[config.mk]
export PLATFORM = sky130hd
export DESIGN_NAME = pipe_stage_skid
export DESIGN_NICKNAME = d
export VERILOG_FILES = /design/src/rtl/pipe_pkg.sv /design/src/rtl/pipe_entry_reg.sv /design/src/rtl/pipe_stage_skid.sv
export SDC_FILE = /design/constraint.sdc
export NUM_CORES = 1
export LEC_CHECK = 0
export CORE_MARGIN = 2
export CORE_UTILIZATION = 40
export DETAILED_ROUTE_END_ITERATION = 8
export MAX_ROUTING_LAYER = met4
export PLACE_DENSITY = 0.78
export SETUP_SLACK_MARGIN = 0.15
export SLEW_MARGIN = 20
export SYNTH_ARGS = -nofsm -noshare
export SYNTH_HDL_FRONTEND = slang
export SYNTH_SLANG_ARGS = --single-unit
[constraint.sdc]
create_clock -name clk -period 5.15 [get_ports clk]
set_input_delay 0.7725 -clock clk [delete_from_list [all_inputs] [get_ports clk]]
set_output_delay 0.7725 -clock clk [all_outputs]
set_load 0.05 [all_outputs]
[src/rtl/pipe_pkg.sv]
// pipe_pkg: shared encodings and field layouts for pipeline stage registers
// Contents: occupancy/state enum, per-boundary payload widths, control bit offsets.
package pipe_pkg;
  typedef enum logic [1:0] {ST_EMPTY = 2'd0, ST_ONE = 2'd1, ST_FULL = 2'd2} state_t;
  localparam int IFID_DATA_W  = 64;
  localparam int IFID_CTRL_W  = 1;
  localparam int IFID_ID_W    = 15;
  localparam int IDEX_DATA_W  = 128;
  localparam int IDEX_CTRL_W  = 16;
  localparam int IDEX_ID_W    = 15;
  localparam int EXMEM_DATA_W = 96;
  localparam int EXMEM_CTRL_W = 16;
  localparam int EXMEM_ID_W   = 5;
  localparam int MEMWB_DATA_W = 64;
  localparam int MEMWB_CTRL_W = 16;
  localparam int MEMWB_ID_W   = 5;
  localparam int REGWRITE_BIT = 0;
  localparam int MEMREAD_BIT  = 1;
  localparam int MEMWRITE_BIT = 2;
  localparam int MEMTOREG_BIT = 3;
  localparam int ALUSRC_BIT   = 4;
  localparam int BRANCH_BIT   = 5;
  localparam int JUMP_BIT     = 6;
  localparam int BEQ_BIT      = 7;
  localparam int BNE_BIT      = 8;
  localparam int ALUCTRL_LSB  = 9;
  localparam int ALUCTRL_W    = 4;
endpackage

[src/rtl/pipe_entry_reg.sv]
// pipe_entry_reg: one valid+payload register slot with load, clear and flush
// Ports: clk/reset (async active-low); load captures next_* and sets valid;
// clear drops valid keeping payload; flush drops valid and zeroes ctrl/id
// (and data when CLEAR_DATA_ON_FLUSH); valid/data/ctrl/id are the held entry.
module pipe_entry_reg
  import pipe_pkg::*;
#(
  parameter int DATA_W = IDEX_DATA_W,
  parameter int CTRL_W = IDEX_CTRL_W,
  parameter int ID_W = IDEX_ID_W,
  parameter bit CLEAR_DATA_ON_FLUSH = 1'b0
) (
  input  logic              clk,
  input  logic              reset,
  input  logic              load,
  input  logic              clear,
  input  logic              flush,
  input  logic [DATA_W-1:0] next_data,
  input  logic [CTRL_W-1:0] next_ctrl,
  input  logic [ID_W-1:0]   next_id,
  output logic              valid,
  output logic [DATA_W-1:0] data,
  output logic [CTRL_W-1:0] ctrl,
  output logic [ID_W-1:0]   id
);
  always_ff @(posedge clk or negedge reset) begin
    if (!reset) begin
      valid <= 1'b0;
      data  <= '0;
      ctrl  <= '0;
      id    <= '0;
    end else if (flush) begin
      valid <= 1'b0;
      ctrl  <= '0;
      id    <= '0;
      if (CLEAR_DATA_ON_FLUSH) data <= '0;
    end else if (load) begin
      valid <= 1'b1;
      data  <= next_data;
      ctrl  <= next_ctrl;
      id    <= next_id;
    end else if (clear) begin
      valid <= 1'b0;
    end
  end
endmodule

[src/rtl/pipe_stage_skid.sv]
// pipe_stage_skid: valid/ready pipeline stage register with 2-entry skid buffer
// Ports: clk, reset (async active-low), flush (sync kill); in_valid/in_ready
// with in_data/in_ctrl/in_id upstream; out_valid/out_ready with
// out_data/out_ctrl/out_id downstream (ctrl/id gated by out_valid);
// occupancy = held entries (0..2).
module pipe_stage_skid
  import pipe_pkg::*;
#(
  parameter int DATA_W = IDEX_DATA_W,
  parameter int CTRL_W = IDEX_CTRL_W,
  parameter int ID_W = IDEX_ID_W,
  parameter bit CLEAR_DATA_ON_FLUSH = 1'b0
) (
  input  logic              clk,
  input  logic              reset,
  input  logic              flush,
  input  logic              in_valid,
  output logic              in_ready,
  input  logic [DATA_W-1:0] in_data,
  input  logic [CTRL_W-1:0] in_ctrl,
  input  logic [ID_W-1:0]   in_id,
  output logic              out_valid,
  input  logic              out_ready,
  output logic [DATA_W-1:0] out_data,
  output logic [CTRL_W-1:0] out_ctrl,
  output logic [ID_W-1:0]   out_id,
  output logic [1:0]        occupancy
);
  logic              main_valid, skid_valid;
  logic [DATA_W-1:0] main_data, skid_data;
  logic [CTRL_W-1:0] main_ctrl, skid_ctrl;
  logic [ID_W-1:0]   main_id, skid_id;
  logic              accept, drain;
  logic              main_load, main_clear, skid_load, skid_clear;
  state_t            state;
  always_comb begin
    state      = skid_valid ? ST_FULL : main_valid ? ST_ONE : ST_EMPTY;
    in_ready   = !skid_valid && !flush;
    accept     = in_valid && in_ready;
    drain      = main_valid && out_ready;
    // FULL refills main from skid on drain; otherwise main takes the input
    // whenever it is empty or being emptied this cycle.
    main_load  = skid_valid ? drain : accept && (!main_valid || drain);
    main_clear = main_valid && !skid_valid && drain && !accept;
    skid_load  = main_valid && !drain && accept;
    skid_clear = skid_valid && drain;
  end
  pipe_entry_reg #(
    .DATA_W(DATA_W), .CTRL_W(CTRL_W), .ID_W(ID_W),
    .CLEAR_DATA_ON_FLUSH(CLEAR_DATA_ON_FLUSH)
  ) u_main (
    .clk(clk), .reset(reset), .load(main_load), .clear(main_clear), .flush(flush),
    .next_data(skid_valid ? skid_data : in_data),
    .next_ctrl(skid_valid ? skid_ctrl : in_ctrl),
    .next_id(skid_valid ? skid_id : in_id),
    .valid(main_valid), .data(main_data), .ctrl(main_ctrl), .id(main_id)
  );
  pipe_entry_reg #(
    .DATA_W(DATA_W), .CTRL_W(CTRL_W), .ID_W(ID_W),
    .CLEAR_DATA_ON_FLUSH(CLEAR_DATA_ON_FLUSH)
  ) u_skid (
    .clk(clk), .reset(reset), .load(skid_load), .clear(skid_clear), .flush(flush),
    .next_data(in_data), .next_ctrl(in_ctrl), .next_id(in_id),
    .valid(skid_valid), .data(skid_data), .ctrl(skid_ctrl), .id(skid_id)
  );
  assign out_valid = main_valid;
  assign out_data  = main_data;
  assign out_ctrl  = main_valid ? main_ctrl : '0;
  assign out_id    = main_valid ? main_id : '0;
  assign occupancy = state;
endmodule

## Word level (Yosys, flattened, before mapping)

Cells that the tools add are included.

- Output and inout bits: 163
- Logic and storage cells: 53
- Bits in registers: 320

- Muxes and demuxes: 22
- Reduce and logical (&&, ||, !) cells: 22
- Bitwise logic cells: 1

Operator list:

| cell | count |
|---|---|
| 2-to-1 mux 128 bit | 1 |
| 2-to-1 mux 16 bit | 6 |
| 2-to-1 mux 15 bit | 6 |
| logical AND 1 bit | 10 |
| 2-to-1 mux 1 bit | 8 |
| nonzero test 3 bit | 2 |
| logical NOT 1 bit | 5 |
| AND reduction 2 bit | 2 |
| nonzero test 2 bit | 2 |
| 2-to-1 mux 2 bit | 1 |
| logical OR 1 bit | 1 |
| NOT 1 bit | 1 |

## Logic depth before layout (Yosys ltp)

Gate-level depths: netlist (run 1).

- Depth after elaboration: 8
- Depth in mapped cells: 6
- Mapped depth without buffers: 3

## Cells and area by module

A second synthesis (run 1) with hierarchy kept.

- Cell total of the unflattened synthesis: 974
- Area total of the unflattened synthesis: 15285.9 um^2

Modules (own cells, without submodules):

| module | instances | cells an instance | seq. area each (um^2) | area an instance (um^2) |
|---|---|---|---|---|
| pipe_entry_reg | 2 | 376 | 4003.8 | 6510.0 |
| pipe_stage_skid | 1 | 222 | 0.0 | 2265.9 |

## Worst setup path before layout (run 1)

Ideal clock, no wire load.

- Path kind: input port to output port
- From: input port flush
- To: output port in_ready
- Cell stages on the path: 3
- Data arrival time: 1.827 ns
- Data required time: 4.378 ns
- Slack: 2.550 ns
- Path through: clkbuf_1 clkbuf_1 nor2_1

- Word-level cells in the longest chain between the ends: 2

RTL lines:

| what | RTL line | source |
|---|---|---|
| start: declaration | pipe_stage_skid.sv:16 | `input logic flush,` |
| logical NOT 1 bit | pipe_stage_skid.sv:38 | `in_ready = !skid_valid && !flush;` |
| logical AND 1 bit | pipe_stage_skid.sv:38 |  |
| end: declaration | pipe_stage_skid.sv:18 | `output logic in_ready,` |

No other way between the ends.

## Worst setup path in the final report (run 1)

- From: register u_skid.valid
- To: output port occupancy[0]

- Word-level cells in the longest chain between the ends: 1

RTL lines:

| what | RTL line | source |
|---|---|---|
| start: declaration | pipe_entry_reg.sv:21 | `output logic valid,` |
| start signal: assignment | pipe_entry_reg.sv:28 | `valid <= 1'b0;` |
| start signal: assignment | pipe_entry_reg.sv:33 | `valid <= 1'b0;` |
| start signal: assignment | pipe_entry_reg.sv:38 | `valid <= 1'b1;` |
| 2-to-1 mux 2 bit | pipe_stage_skid.sv:37 | `state = skid_valid ? ST_FULL : main_valid ? ST_ONE : ST_EMPTY;` |
| end: declaration | pipe_stage_skid.sv:27 | `output logic [1:0] occupancy` |

No other way between the ends.

==> results of run 1 <==
registers in the layout, summed over array words and instances (netlist names):
register and flops:
u_main.id 15, u_main.ctrl 16, u_skid.data 128, u_skid.ctrl 16
u_main.valid 1, u_skid.id 15, u_skid.valid 1, u_main.data 128
critical path, delay by kind of cell (launching register included):
kind / cells / cell delay (ps)
buffers and inverters: 1 / 750
flip-flops: 1 / 1060
AND/OR/NAND/NOR: 1 / 310
cell usage after synthesis:
cell type    n  area (sq um)
a211oi_1     1          7.51
a21oi_1      3          15.0
and2_1      31           194
and2b_1      1          7.51
and3b_4      1          12.5
buf_1       10          37.5
buf_12      11           220
buf_2       22           110
buf_4        7          52.6
buf_6        4          45.0
clkbuf_1    10          37.5
dfrtp_1    320          8010
inv_1        1          3.75
mux2_2     304          3420
mux2_4     112          1680
mux2i_1     31           310
nand2b_1     2          12.5
nand3_1      1          5.00
nand3b_1     1          7.51
nor2_1       2          7.51
nor2b_1     31           194
o21ai_0      1          5.00
o2bb2ai_1   31           272
area by class of cell:
type / count / share of cell area (%)
flip-flops and latches: 320 / 41.1
diodes: 1 / 0.0128
well taps: 468 / 3.00
clock inverters: 9 / 0.648
clock buffers: 53 / 5.89
inverters: 1 / 0.0192
multi-input cells: 553 / 31.7
repair buffers: 339 / 17.7
logic make-up (layout without fill, tap and decap cells):
kind of cell | after synthesis | in the layout
simple gates | 70 | 70
compound gates | 36 | 36
mux | 447 | 447
flops | 320 | 320
other cells | 0 | 1
buf+inv | 65 | 402
cells in the final DEF, fill, tap and decap left out, drive strengths merged:
master           n
mux2           416
o2bb2ai         31
bufinv           3
buf             14
diode            1
and3b            1
inv              2
dfrtp          320
a211oi           1
nand3b           1
nor2b           31
o21ai            1
and2            31
clkinv           4
mux2i           31
clkdlybuf4s50  325
nor2             2
clkinvlp         1
and2b            1
clkbuf          53
nand2b           2
nand3            1
a21oi            3
metal layers:
layer / track usage (%) / wire (microns) / vias up / share of wire, %
met2: 27.4 / 15300 / 260 / 46
li1: - / - / 3985 / -
met1: 23.5 / 15000 / 4513 / 45
met4: 6.25 / 815 / 0 / 2.4
met3: 5.09 / 2300 / 56 / 6.9
met5: - / 0 / - / 0
power by group:
part,switching (mW),total (mW),internal (mW)
registers,0.313,3.37,3.06
clock network,1.04,2.73,1.69
logic,1.36,2.51,1.16
total,2.71,8.62,5.90
stage by stage:
stage / instance area, sq um / utilization [%] / std cells
floorplan: 14700 / - / 938
global placement: 18200 / 50.2 / 1681
detailed placement: 18200 / 50.2 / 1681
CTS: 19500 / 53.7 / 1743
global route: 19500 / 53.7 / 1744
finish: 19500 / 53.7 / 1744
worst min path at each step:
stage                     from         endpoint  slack, ps  cells past startpoint
2_1_floorplan   u_main.ctrl[0]   u_main.ctrl[0]        450                      1
3_3_place_gp   u_main.ctrl[11]  u_main.ctrl[11]        470                      1
3_5_place_dp    u_main.ctrl[6]   u_main.ctrl[6]        470                      1
4_1_cts                  reset    u_skid.id[13]        300                      1
6_report                 reset  u_main.data[53]        300                      1
5_1_grt                  reset  u_main.data[53]        340                      1
==> flow_metrics.tcl, run 1 <==
set metrics [dict create \
    drtPass1Iterations 4 \
    layout_setup_ws_ps 1680 \
    drc 0 \
    synthCells 938 \
    synth_nets 1102 \
    endpoint "occupancy[0]" \
    synth_top_family_by_area "multiplexers" \
    drt_iter0_markers 206 \
    drive_above_1_share_pct 38.8 \
    clkLatencyLatePin_ps 540 \
    maxCapViolCount 0 \
    synth-simple-area-share_pct 3.00 \
    synth_cell_types 23 \
    synth_compound_area_share_pct 2.04 \
    rr_endpoint "u_main.data[27]" \
    clockBufferDepth 3 \
    cts_num_sinks 320 \
    worst-r2r-cell-count 4 \
    tightest_slew_ps 983 \
    rsz0062_at_grt "false" \
    htree_levels 2 \
    routed_wl_mm 33.5 \
    synth_mux_area_share_pct 36.9 \
    peakVddDrop_mv 0.279 \
    fmax_ghz 0.288 \
    crit_start "u_skid.valid" \
    fin_setup_tns_ps 0 \
    min_period_over_period_pct 67.4 \
    cts_resized 0 \
    clk_pin_slew_worst_paths_ps 60 \
    totalPowerFinal_mw 8.62 \
    start_kind "flop" \
    yosysSeqAreaShare_pct 54.6 \
    drv_slew 0 \
    clock_skew_ps 13.2 \
    vias_per_cell 5.05 \
    grt_pass1_wl_mm 53.2 \
    avgSynthCellArea_sq_um 15.6 \
    p_leak_nw 8.40 \
    crit_type "flop to output port" \
    post-place-ws_ps 1700 \
    max_slew_margin_pct 34.4 \
    portBuffers 326 \
    outcome "finished clean" \
    crit_required_ps 4380 \
    boundaryPins 327 \
    cpPeakStageDelay_ps 1060 \
    grt_max_degree 115 \
    cp-end-kind "output port" \
    r2r-start "u_skid.valid" \
    ff2ff_setup_slack_ps 2200 \
    finalHoldViolations 0 \
    slowest_stage "dfrtp_4" \
    rows 70 \
    setup_violations 0 \
    grt_pass1_vias 9472 \
    die_area_sq_um 38200 \
    cts_tree "built" \
    path_max_fanout 60 \
    multi_input_comb_area_sq_um 6180 \
    core_sq_um 36300 \
    gp_congestion 0.755 \
    ys_ff_latch 320 \
    area_growth_pct 33.0 \
    cts_hold_buf 0 \
    die_h_microns 196 \
    seq_area_sq_um 8010 \
    dp_hpwl_mm 21.5 \
    worstPathArrival_ps 2700 \
    worstPathCellList "and2b_1, clkdlybuf4s50_1" \
    nNetsFinal 1416 \
    grt.total_usage_pct 18.1 \
    ys_warn_count 0 \
    post-cts-setup-buffers 0 \
    overflow 0 \
    initial_utilization_pct 40.4 \
    netlist_area_sq_um 14700 \
    ant_nets 0 \
    clockRootBuffer "clkbuf_16" \
    min_period_ps 3470 \
    antenna_found_initial 1 \
    vias 8814 \
    hold_path_class "primary input to async pin" \
    nFillCells 3010 \
    synthAdderAreaFrac_pct 0 \
    route.detailed.wl_per_inst_microns 19.2 \
    hold_ws_ps 297 \
    power_density_nw_per_um2 442 \
    synth-xor-area-share_pct 0 \
    die_width_microns 196 \
    cts_made_buffers 37 \
]
(Power assumes the default switching activity.)
==> run 2, diff against run 1 <==
Settings changed: PLACE_DENSITY 0.78 to 0.8.
Clock period 5.15 ns to 3.1 ns, I/O delays scaled along.
==> flow_metrics.tcl, run 2 (same netlist as run 1, synthesis figures left out) <==
set metrics [dict create \
    maxCapViolCount 0 \
    ant_nets 0 \
    cpLargestDelayFamily "buffers and inverters" \
    slowest_stage "clkdlybuf4s50_1" \
    core_sq_um 36300 \
    outcome "finished clean" \
    drtPass1Iterations 4 \
    crit_required_ps 2630 \
    tightest_slew_ps 699 \
    use_met1_pct 23.4 \
    path_max_fanout 15 \
    hold_path_class "flop to flop" \
    boundaryPins 327 \
    rows 70 \
    drive_above_1_share_pct 39.0 \
    clk_pin_slew_worst_paths_ps 60 \
    worstPathCellList "and2b_1, clkdlybuf4s50_1" \
    power_density_nw_per_um2 715 \
    fin_cells 1758 \
    vias 8739 \
    max_slew_margin_pct 53.4 \
    grt_pass1_vias 9455 \
    clockRootBuffer "clkbuf_16" \
    crit_start "u_skid.valid" \
    drv_slew 0 \
    grt_max_degree 84 \
    portBuffers 326 \
    clockBufferDepth 3 \
    cts_num_sinks 320 \
    fmax_ghz 0.362 \
    post-cts-setup-buffers 0 \
    top_regs "u_main.data x128, u_skid.data x128" \
    peakVddDrop_mv 0.539 \
    initial_utilization_pct 40.4 \
    p_leak_nw 8.43 \
    htree_levels 2 \
    busiest_layer "met2" \
    start_kind "flop" \
    min_period_over_period_pct 89.2 \
    die_area_sq_um 38200 \
    die_h_microns 196 \
    cts_tree "built" \
    hp-start "u_main.ctrl[15]" \
    area_growth_pct 33.3 \
    setup_violations 0 \
    whs_path_depth 1 \
    crit_buf_inv 1 \
    clock_skew_ps 13.6 \
    drt_iter0_markers 249 \
    grt_pass1_wl_mm 52.9 \
    dp_hpwl_mm 21.8 \
    vias_per_cell 4.97 \
    layout_common_cells "clkdlybuf4s50_1 (324), dfrtp_1 (318), mux2_2 (304), mux2_4 (112), clkbuf_16 (37)" \
    layout_commonest_cell "clkdlybuf4s50_1" \
    dp_cells 1694 \
    drc 0 \
    worst-r2r-cell-count 4 \
    min_period_ps 2760 \
    critical_path_depth 2 \
    rsz0062_at_grt "false" \
    routed_wl_mm 33.6 \
    finalHoldViolations 0 \
    diodes 0 \
    crit_type "flop to output port" \
    fin_setup_tns_ps 0 \
    antenna_found_initial 0 \
    r2r-start "u_skid.valid" \
    use_met2_pct 27.1 \
    cts_made_buffers 36 \
    route.detailed.wl_per_inst_microns 19.1 \
    cpPeakStageDelay_ps 860 \
    overflow 0 \
    die_width_microns 196 \
    grt.total_usage_pct 18.0 \
    clkLatencyLatePin_ps 530 \
    nNetsFinal 1429 \
    cp-end-kind "output port" \
    use_met3_pct 5.60 \
    gp_congestion 0.777 \
    worstPathArrival_ps 2300 \
]
[run 2: path summary, 6_finish.rpt]
kind | end | slack [ps]
min | u_main.ctrl[15] | 480
max reg2reg | u_main.data[25] | 1060
max | occupancy[0] | 340
max in group asynchronous | u_main.data[81] | 1670
min reg2reg | u_main.ctrl[15] | 480
min in group asynchronous | u_main.data[56] | 550
[run 2: repair_timing]
item,4_1_cts,5_1_grt
hold buffers,1,0
gates resized for setup,1,0
hold endpoints to repair,76,0
endpoints found under the setup margin,18,0
[run 2: report_power, final]
group / internal (mW) / switching [mW]
clock network: 2.51 / 1.67
registers: 5.08 / 0.509
logic: 1.94 / 2.28
total: 9.52 / 4.45
[run 2: per-layer routing]
metal,vias to the layer above,routed length [microns],part of all wire (%)
met5,-,0,0
met4,0,838,2.5
met3,57,2360,7.0
met2,273,15400,46
met1,4406,15100,45
li1,4003,-,-
[run 2: worst reg2reg max path: cells and delay by family (launching register included)]
| family | cells | cell delay [ps] |
|---|---|---|
| AND/OR/NAND/NOR | 1 | 290 |
| buffers and inverters | 1 | 350 |
| flip-flops | 1 | 600 |
| multiplexers | 2 | 690 |
[run 2: per-stage QoR]
step           setup slack (ps)  hold WS, ps  total power [mW]  util [%]  cell area [sq um]
2_1_floorplan               863          169              8.35         -              14700
3_3_place_gp                694          467              9.74      50.6              18400
3_5_place_dp                663          467              9.86      50.6              18400
4_1_cts                     284          486              14.1      53.8              19600
5_1_grt                     220          500              14.6      53.8              19600
6_report                    336          483              14.0      53.8              19600
[run 2: cell type report]
type / instances / area, sq um
clock buffers: 56 / 1100
clock inverters: 7 / 60.1
fillers: 2968 / 16800
inverters: 1 / 3.75
multi-input cells: 553 / 6170
flip-flops and latches: 320 / 8010
well taps: 468 / 586
repair buffers: 353 / 3620
==> run 3, diff against run 2 <==
Settings changed: CORE_UTILIZATION 40 to 45, PLACE_DENSITY 0.8 to 0.85.
Clock period 3.1 ns to 3 ns, I/O delays scaled along.
==> flow_metrics.tcl, run 3 (same netlist as run 1, synthesis figures left out) <==
set metrics [dict create \
    crit_buf_inv 1 \
    route.detailed.wl_per_inst_microns 19.5 \
    clockBufferDepth 3 \
    worstPathCellList "and2b_1, clkdlybuf4s50_1" \
    fin_setup_tns_ps 0 \
    portBuffers 326 \
    antenna_found_initial 0 \
    clock_skew_ps 12.7 \
    die_area_sq_um 34100 \
    overflow 0 \
    dp_hpwl_mm 22.5 \
    clkLatencyLatePin_ps 500 \
    grt.total_usage_pct 20.2 \
    maxCapViolCount 0 \
    power_density_nw_per_um2 732 \
    rows 66 \
    fin_cells 1727 \
    worstPathArrival_ps 2320 \
    htree_levels 2 \
    drtPass1Iterations 4 \
    ant_nets 0 \
    tightest_slew_ps 665 \
    vias_per_cell 5.10 \
    peakVddDrop_mv 0.589 \
    drive_above_1_share_pct 38.9 \
    die_h_microns 185 \
    cts_made_buffers 36 \
    p_leak_nw 8.41 \
    rsz0062_at_grt "false" \
    setup_violations 0 \
    dp_cells 1667 \
    core_sq_um 32300 \
    routed_wl_mm 33.7 \
    cpLargestDelayFamily "buffers and inverters" \
    clockRootBuffer "clkbuf_16" \
    max_slew_margin_pct 55.6 \
    grt_pass1_wl_mm 52.7 \
    path_max_fanout 23 \
    outcome "finished clean" \
    crit_required_ps 2550 \
    boundaryPins 327 \
    clk_pin_slew_worst_paths_ps 60 \
    drt_iter0_markers 330 \
    grt_pass1_vias 9667 \
    start_kind "flop" \
    die_width_microns 185 \
    crit_type "flop to output port" \
    grt_max_degree 82 \
    min_period_ps 2770 \
    layout_common_cells "clkdlybuf4s50_1 (324), dfrtp_1 (318), mux2_2 (304), mux2_4 (112), clkbuf_16 (37)" \
    min_period_over_period_pct 92.2 \
    gp_congestion 0.798 \
    vias 8816 \
    cts_num_sinks 320 \
    cts_tree "built" \
    layout_commonest_cell "clkdlybuf4s50_1" \
    hold_path_class "flop to flop" \
    slowest_stage "clkdlybuf4s50_1" \
    fmax_ghz 0.361 \
    finalHoldViolations 0 \
    top_regs "u_main.data x128, u_skid.data x128" \
    initial_utilization_pct 45.4 \
    drc 0 \
    cp-end-kind "output port" \
    diodes 0 \
    cpPeakStageDelay_ps 860 \
    nNetsFinal 1428 \
    area_growth_pct 32.8 \
    drv_slew 0 \
]
==> run 3: cell count changes in the layout (fill, tap and decap cells not counted), sizes merged <==
| cell | change |
|---|---|
| clkbuf | -4 |
| clkinv | +1 |
| bufinv | -1 |
| buf | -1 |
==> run 3: where the power goes <==
part / total (mW) / internal [mW] / switching (mW)
clock network: 4.12 / 2.44 / 1.68
registers: 5.78 / 5.25 / 0.527
logic: 4.37 / 2.00 / 2.37
==> run 3: cell type report <==
| type | count | area [sq um] |
|---|---|---|
| clock buffer | 52 | 1060 |
| clock inverter | 7 | 35.0 |
| tap | 442 | 553 |
| inverter | 1 | 3.75 |
| fill | 2427 | 12800 |
| timing repair buffer | 352 | 3640 |
| multi-input combinational | 553 | 6170 |
| sequential | 320 | 8010 |
==> run 3: final timing paths <==
| kind | startpoint | end | slack (ps) | depth (start not counted) |
|---|---|---|---|---|
| worst max register to register | u_skid.valid | u_main.data[58] | 900 | 4 |
| min in group asynchronous | reset | u_skid.data[109] | 560 | 2 |
| worst min register to register | u_main.ctrl[9] | u_main.ctrl[9] | 480 | 1 |
| worst max-delay path | u_skid.valid | occupancy[0] | 230 | 2 |
| worst min-delay path | u_main.ctrl[9] | u_main.ctrl[9] | 480 | 1 |
| max in group asynchronous | reset | u_main.data[49] | 1670 | 3 |
==> run 3: per-stage QoR <==
step                      cell area, sq um  worst slack [ps]  hold WS, ps  power, mW  util (%)
after global placement               18400               602          466       10.1      56.9
final                                19500               233          481       14.3      60.3
after detailed placement             18400               550          467       10.2      56.9
after floorplan                      14700               763          154       8.63         -
after CTS                            19500               214          483       14.4      60.3
after global routing                 19500               177          504       14.9      60.3
==> run 3: timing repair <==
| item | 4_1_cts | 5_1_grt |
|---|---|---|
| resized for setup | 1 | 0 |
| setup endpoints to repair | 16 | 0 |
| hold buffers | 1 | 0 |
| buffers inserted | 0 | 0 |
| endpoints found under the hold margin | 72 | 0 |
==> run 3: routing by layer <==
| layer | vias to the layer above | wire [microns] | share of wire [%] | track usage (%) |
|---|---|---|---|---|
| li1 | 4004 | - | - | - |
| met1 | 4478 | 14100 | 42 | 24.8 |
| met2 | 278 | 16100 | 48 | 32.3 |
| met3 | 56 | 2780 | 8.3 | 6.68 |
| met4 | 0 | 675 | 2.0 | 5.25 |
| met5 | - | 0 | 0 | - |
